<file path="config.mk">
export PLATFORM = sky130hd
export DESIGN_NAME = rk_param_loader
export DESIGN_NICKNAME = d
export VERILOG_FILES = /design/src/rtl/rk_pkg.sv /design/src/rtl/rk_param_loader.sv
export SDC_FILE = /design/constraint.sdc
export NUM_CORES = 1
export LEC_CHECK = 0
export ABC_AREA = 1
export CAP_MARGIN = 20
export CORE_AREA = 2 2 277 279
export CTS_BUF_LIST = sky130_fd_sc_hd__clkbuf_8
export DETAILED_ROUTE_END_ITERATION = 10
export DIE_AREA = 0 0 279 281
export PLACE_DENSITY_LB_ADDON = 0.05
export SYNTH_ARGS = -nofsm -noshare
export SYNTH_HDL_FRONTEND = slang
export SYNTH_SLANG_ARGS = --single-unit
</file>
<file path="constraint.sdc">
create_clock -name clk -period 2.6 [get_ports clk]
set_input_delay 0.52 -clock clk [delete_from_list [all_inputs] [get_ports clk]]
set_output_delay 0.52 -clock clk [all_outputs]
set_load 0.01 [all_outputs]
</file>
<file path="src/rtl/rk_pkg.sv">
// Shared types and field layout for the RK parameter loader.
// The word stream is a flat image: a (row-major), b, c, k, x0, y0, h0.
package rk_pkg;

    typedef enum logic [1:0] {
        IDLE = 2'd0,
        LOAD = 2'd1,
        DONE = 2'd2
    } state_t;

    localparam int A_BASE = 0;

    function automatic int rk_total_words(input int s);
        return s * s + 3 * s + 3;
    endfunction

    function automatic int rk_b_base(input int s);
        return s * s;
    endfunction

    function automatic int rk_c_base(input int s);
        return s * s + s;
    endfunction

    function automatic int rk_k_base(input int s);
        return s * s + 2 * s;
    endfunction

    function automatic int rk_x0_off(input int s);
        return s * s + 3 * s;
    endfunction

endpackage

</file>
<file path="src/rtl/rk_param_loader.sv">
// Streaming loader that assembles a narrow word stream into the parallel
// Butcher-tableau and initial-condition arrays of the RK register stage.
module rk_param_loader
    import rk_pkg::*;
#(
    parameter int WIDTH = 32,
    parameter int S     = 3
) (
    input  logic                    clk,
    input  logic                    i_rst,
    input  logic                    i_load,
    input  logic                    i_valid,
    input  logic signed [WIDTH-1:0] i_data,
    output logic                    o_ready,
    output logic                    o_busy,
    output logic                    o_done,
    output logic signed [WIDTH-1:0] o_a [S*S],
    output logic signed [WIDTH-1:0] o_b [S],
    output logic signed [WIDTH-1:0] o_c [S],
    output logic signed [WIDTH-1:0] o_k [S],
    output logic signed [WIDTH-1:0] o_x0,
    output logic signed [WIDTH-1:0] o_y0,
    output logic signed [WIDTH-1:0] o_h0,
    output state_t                  o_state
);

    localparam int TOTAL  = rk_total_words(S);
    localparam int IDX_W  = $clog2(TOTAL);
    localparam int B_BASE = rk_b_base(S);
    localparam int C_BASE = rk_c_base(S);
    localparam int K_BASE = rk_k_base(S);
    localparam int X0_OFF = rk_x0_off(S);
    localparam int Y0_OFF = X0_OFF + 1;
    localparam int H0_OFF = X0_OFF + 2;
    localparam logic [IDX_W-1:0] LAST_IDX = IDX_W'(TOTAL - 1);

    state_t           state;
    logic [IDX_W-1:0] idx;
    logic             accept;
    logic [S*S-1:0]   wr_a;
    logic [S-1:0]     wr_b;
    logic [S-1:0]     wr_c;
    logic [S-1:0]     wr_k;
    logic             wr_x0;
    logic             wr_y0;
    logic             wr_h0;

    // Handshake: a word transfers on a clk edge where i_valid && o_ready;
    // o_ready comes from registered state only, and a word alongside i_load is dropped.
    assign accept  = (state == LOAD) && i_valid && !i_load;
    assign o_state = state;

    always_comb begin
        wr_a  = '0;
        wr_b  = '0;
        wr_c  = '0;
        wr_k  = '0;
        wr_x0 = 1'b0;
        wr_y0 = 1'b0;
        wr_h0 = 1'b0;
        for (int i = 0; i < S * S; i++) begin
            wr_a[i] = accept && (idx == IDX_W'(A_BASE + i));
        end
        for (int i = 0; i < S; i++) begin
            wr_b[i] = accept && (idx == IDX_W'(B_BASE + i));
            wr_c[i] = accept && (idx == IDX_W'(C_BASE + i));
            wr_k[i] = accept && (idx == IDX_W'(K_BASE + i));
        end
        wr_x0 = accept && (idx == IDX_W'(X0_OFF));
        wr_y0 = accept && (idx == IDX_W'(Y0_OFF));
        wr_h0 = accept && (idx == IDX_W'(H0_OFF));
    end

    always_ff @(posedge clk) begin
        if (i_rst) begin
            state   <= IDLE;
            idx     <= '0;
            o_ready <= 1'b0;
            o_busy  <= 1'b0;
            o_done  <= 1'b0;
        end else begin
            case (state)
                IDLE: begin
                    if (i_load) begin
                        state   <= LOAD;
                        idx     <= '0;
                        o_ready <= 1'b1;
                        o_busy  <= 1'b1;
                    end
                end
                LOAD: begin
                    if (i_load) begin
                        idx <= '0;
                    end else if (accept) begin
                        if (idx == LAST_IDX) begin
                            state   <= DONE;
                            idx     <= '0;
                            o_ready <= 1'b0;
                            o_done  <= 1'b1;
                        end else begin
                            idx <= idx + IDX_W'(1);
                        end
                    end
                end
                DONE: begin
                    state  <= IDLE;
                    o_busy <= 1'b0;
                    o_done <= 1'b0;
                end
                default: begin
                    state   <= IDLE;
                    idx     <= '0;
                    o_ready <= 1'b0;
                    o_busy  <= 1'b0;
                    o_done  <= 1'b0;
                end
            endcase
        end
    end

    // Arrays are cleared only by reset; a new load overwrites element by element.
    always_ff @(posedge clk) begin
        if (i_rst) begin
            for (int i = 0; i < S * S; i++) o_a[i] <= '0;
            for (int i = 0; i < S; i++) begin
                o_b[i] <= '0;
                o_c[i] <= '0;
                o_k[i] <= '0;
            end
            o_x0 <= '0;
            o_y0 <= '0;
            o_h0 <= '0;
        end else begin
            for (int i = 0; i < S * S; i++) begin
                if (wr_a[i]) o_a[i] <= i_data;
            end
            for (int i = 0; i < S; i++) begin
                if (wr_b[i]) o_b[i] <= i_data;
                if (wr_c[i]) o_c[i] <= i_data;
                if (wr_k[i]) o_k[i] <= i_data;
            end
            if (wr_x0) o_x0 <= i_data;
            if (wr_y0) o_y0 <= i_data;
            if (wr_h0) o_h0 <= i_data;
        end
    end

endmodule

</file>
# After elaboration in Yosys (flattened, before gate mapping)
# Cells that the tools add are included.
# W data, S select, Z words.
# word_totals
out_inout_bits	677
ff_bits	682
wordCells	108
# classes
eq_ne	27
n_reduce_logical	31
add_sub_neg	1
mux	20
bitwise_logic	3
# ops
cell	n
$eq A5 B4 Y1 const B	8
$eq A5 B5 Y1 const B	5
$logic_and A1 B1 Y1	23
$eq A5 B3 Y1 const B	4
$mux W5	4
$pmux W5 S3	1
$eq A5 B2 Y1 const B	2
$mux W2	4
$reduce_and A4 Y1	2
$mux W1	7
$ne A2 B2 Y1 const B	3
$add A5 B1 Y5 const B	1
$eq A5 B1 Y1 const B	1
$logic_not A5 Y1	1
$reduce_and A5 Y1	1
$pmux W1 S2	2
$pmux W2 S2	1
$ne A3 B3 Y1 const B	1
$not A1 Y1	3
$pmux W1 S3	1
$reduce_and A3 Y1	1
$eq A2 B1 Y1 const B	1
$eq A2 B2 Y1 const B	1
$logic_not A2 Y1	1
3 further kinds	3

# Logic depth before layout (Yosys ltp)
# logic_depth
ltp_word	6
depth_mapped	9

# Least setup slack after synthesis
# OpenSTA, ideal clock, no wires.
# synth_timing
path_kind	input to register
from	input i_load
to	register o_k[33] (netlist name)
cell_stages	8
n_path_buf	2
arrival_ns	1.450
setup_slack_ns	1.018
setup_time_ns	0.132
path_cell_list	inv_2 -> nand3_2 -> nor2_4 -> buf_2 -> nand2_1 -> clkbuf_1 -> nand2_1 -> a21oi_1
# synth_between
elab_chain_len	3
# synth_rtl
element	line	source
from (decl)	rk_param_loader.sv:11	input logic i_load,
$logic_not A1 Y1	rk_param_loader.sv:50	assign accept = (state == LOAD) && i_valid && !i_load;
$logic_and A1 B1 Y1	rk_param_loader.sv:50	
$logic_and A1 B1 Y1	rk_param_loader.sv:67	wr_k[i] = accept && (idx == IDX_W'(K_BASE + i));
to (signal, indexed assignment)	rk_param_loader.sv:140	if (wr_k[i]) o_k[i] <= i_data;
to (decl)	rk_param_loader.sv:20	output logic signed [WIDTH-1:0] o_k [S],
# No other way between the ends.
# A chain may end at the register's enable or synchronous reset.

# Worst setup path in the final report
# layout_timing
from	register o_c[0] (netlist name)
to	output o_c[0] (netlist name)
# layout_rtl
element	line	source
from (decl)	rk_param_loader.sv:19	output logic signed [WIDTH-1:0] o_c [S],
from (signal, indexed assignment)	rk_param_loader.sv:139	if (wr_c[i]) o_c[i] <= i_data;
# No word-level cell between the ends.

==> impl_metrics.toml <==
[die]
io_pins = 713
initial_core_util = 0.3280
die_h_um = 281
die-area_sq_um = 78400
die_w_um = 279
coreArea_sq_um = 75440
rows = 101

[yosys]
ys_ff_latch = 682
postSynthAreaPerCell_sq_um = 7.869
ys_seq_area_frac = 0.5517
synth_cell_types = 24
synthCells = 3145
syn-cell-area_sq_um = 24750
synth_nets = 3186
yosys_warnings = 0

[clocking]
clock-root-buffer = "clkbuf_8"
cts_tree = "yes"
numClockSinks = 682
clock_latency_ns = 0.74
clkTransAtPathRegs_ns = 0.06
cts_resized = 0
numCtsBuffers = 119
postCtsSetupBuffers = 0
cts_hold_buf = 0
clk_path_buf_depth = 3
htree_num_levels = 3

[pwr]
p_leak_nw = 11.86
peakVddDrop_mv = 0.4038
p_per_area_nw_per_um2 = 603.7

[sta]
skew_ns = 0.04451
max-slew-margin-rel = 0.4103
finalSetupTns_ns = 0
final-hold-violation-count = 0
rsz0062_at_grt = "no"
final.period_utilization = 0.8902
drv_slew = 0
fmax_ghz = 0.4321
worst-slew-pin-transition_ns = 0.8845
min_period_ns = 2.315
finalSetupViolations = 0

[grt]
grt_max_degree = 182
antenna_found_initial = 3
grt_pass1_wl_um = 164500
grt_usage = 0.2799
grt_pass1_vias = 23780
overflow = 0

[setup_path]
cp.required_ns = 2.08
slowest_stage = "clkdlybuf4s50_1"
critPathMaxFanout = 2
path_buf_inv = 1
cp.arrival_ns = 1.79
critPathCaptureType = "output port"
cp_top_family = "buffers and inverters"
cpPeakStageDelay_ns = 0.71
path_class = "flop to output port"
start_kind = "flop"
crit_chain = "clkdlybuf4s50_1"

[placed_design]
hpwl_um = 75350
dpl_cell_area_sq_um = 33140
gp_congestion = 0.8318
io_buffer_count = 712
place_inst = 4637

[route]
wl_met2_um = 53120
vias = 24940
wl_per_cell_um = 23.61
wirelength_um = 114400
drc = 0
firstDrtPassIters = 8
routed.top_layer = "met4"
drtIter0Drc = 1845
avgViaCountPerCell = 5.144
route.met3.wl_um = 9946
wl_met1_um = 46460
ant_nets = 0

[cells_and_area]
mostFrequentLayoutCells = "710 x clkdlybuf4s50_1, 682 x dfxtp_1, 515 x nand2_1, 488 x nand3_1, 486 x a21oi_1"
nNetsFinal = 3821
fin_cells = 4848
n_fill_cell = 7252
final_area_sq_um = 35530
layout-drive-gt1-share = 0.08301
syn_to_final_growth_pct = 43.55
multiInputGateArea_sq_um = 9664
final_common_cell = "clkdlybuf4s50_1"
ff_latch_area_sq_um = 13650

[min_path]
hold_class = "input pin to flop"

[flow_run]
max_cap_viol_count = 0

[outcome]
status = "completed"
## flip-flops by register name, summed over array words and instances (netlist names)
signal,flops
idx,5
o_done,1
o_c,96
o_ready,1
o_x0,32
o_b,96
o_h0,32
o_a,288
o_k,96
o_y0,32
o_busy,1
o_state,2
## worst reg2reg max path: stages (launching register included)
cell     delay [ns]
dfxtp_1        0.46
nand3_2        0.17
nor2_4         0.66
nand2_2        0.24
buf_12         0.23
nand2_1        0.07
a21oi_1        0.06
## path summary, 6_finish.rpt
path	from	to	slack [ns]	depth (start not counted)
worst max-delay path	o_c[0]	o_c[0]	0.29	1
worst min-delay path	i_rst	o_c[84]	0.11	2
worst max register to register	idx[4]	o_k[21]	0.57	6
worst min register to register	o_a[156]	o_a[156]	0.46	2
## metrics by stage
stage | worst slack, ns | hold WS, ns | util | total power, mW
3_3_place_gp | 0.06063 | 0.4484 | 0.4393 | 11.76
2_1_floorplan | 1.018 | 0.4831 | - | 11.24
3_5_place_dp | 0.01327 | 0.4512 | 0.4393 | 11.77
4_1_cts | 0.2002 | 0.06641 | 0.4708 | 21.64
6_report | 0.2855 | 0.1117 | 0.4709 | 21.45
5_1_grt | 0.1985 | 0.1058 | 0.4709 | 22.19
## where the power goes
part	switching, mW	total (mW)	internal (mW)
logic	0.778	1.04	0.266
clock network	4.56	9.89	5.34
registers	0.0210	10.5	10.5
total	5.35	21.4	16.1
## final cells by class
| type | count | area share |
|---|---|---|
| Antenna cell | 3 | 0.0002113 |
| Inverter | 25 | 0.002712 |
| Tap cell | 978 | 0.03444 |
| Multi-Input combinational cell | 2115 | 0.2720 |
| Clock buffer | 150 | 0.05811 |
| Timing Repair Buffer | 837 | 0.2393 |
| Clock inverter | 58 | 0.008840 |
| Sequential cell | 682 | 0.3843 |
## routing by layer
| metal | GRT usage | up-vias |
|---|---|---|
| met5 | 0 | - |
| met4 | 0.1206 | 0 |
| met3 | 0.07873 | 237 |
| met2 | 0.4550 | 1061 |
| met1 | 0.3468 | 11920 |
| li1 | - | 11720 |
## logic make-up (layout without fill, tap and decap cells)
| family | Yosys count | after routing | share of synthesized area |
|---|---|---|---|
| buffers and inverters | 348 | 1070 | 0.06158 |
| adder cells (fa/ha/maj) | 5 | 5 | 0.002528 |
| AND/OR/NAND/NOR | 1428 | 1428 | 0.2462 |
| AO/OA/AOI/OAI | 682 | 682 | 0.1381 |
| other | 0 | 3 | 0 |
| flip-flops | 682 | 682 | 0.5517 |
## synthesized netlist by cell type
master	n	area share
a21oi_1	486	0.098
buf_1	1	0.00015
buf_2	132	0.027
buf_4	10	0.0030
buf_6	2	0.00091
clkbuf_1	178	0.027
dfxtp_1	682	0.55
ha_1	5	0.0025
inv_1	16	0.0024
inv_2	9	0.0014
nand2_1	517	0.078
nand2_2	2	0.00051
nand3_1	488	0.099
nand3_2	2	0.00081
nand3b_1	1	0.00030
nand4_1	3	0.00076
nor2_1	396	0.060
nor2_2	2	0.00051
nor2_4	1	0.00045
nor3_1	4	0.00081
nor3_2	12	0.0049
o21ai_0	181	0.037
o21ai_1	14	0.0028
o21ai_2	1	0.00035
Power figures use the tool's default switching activity.
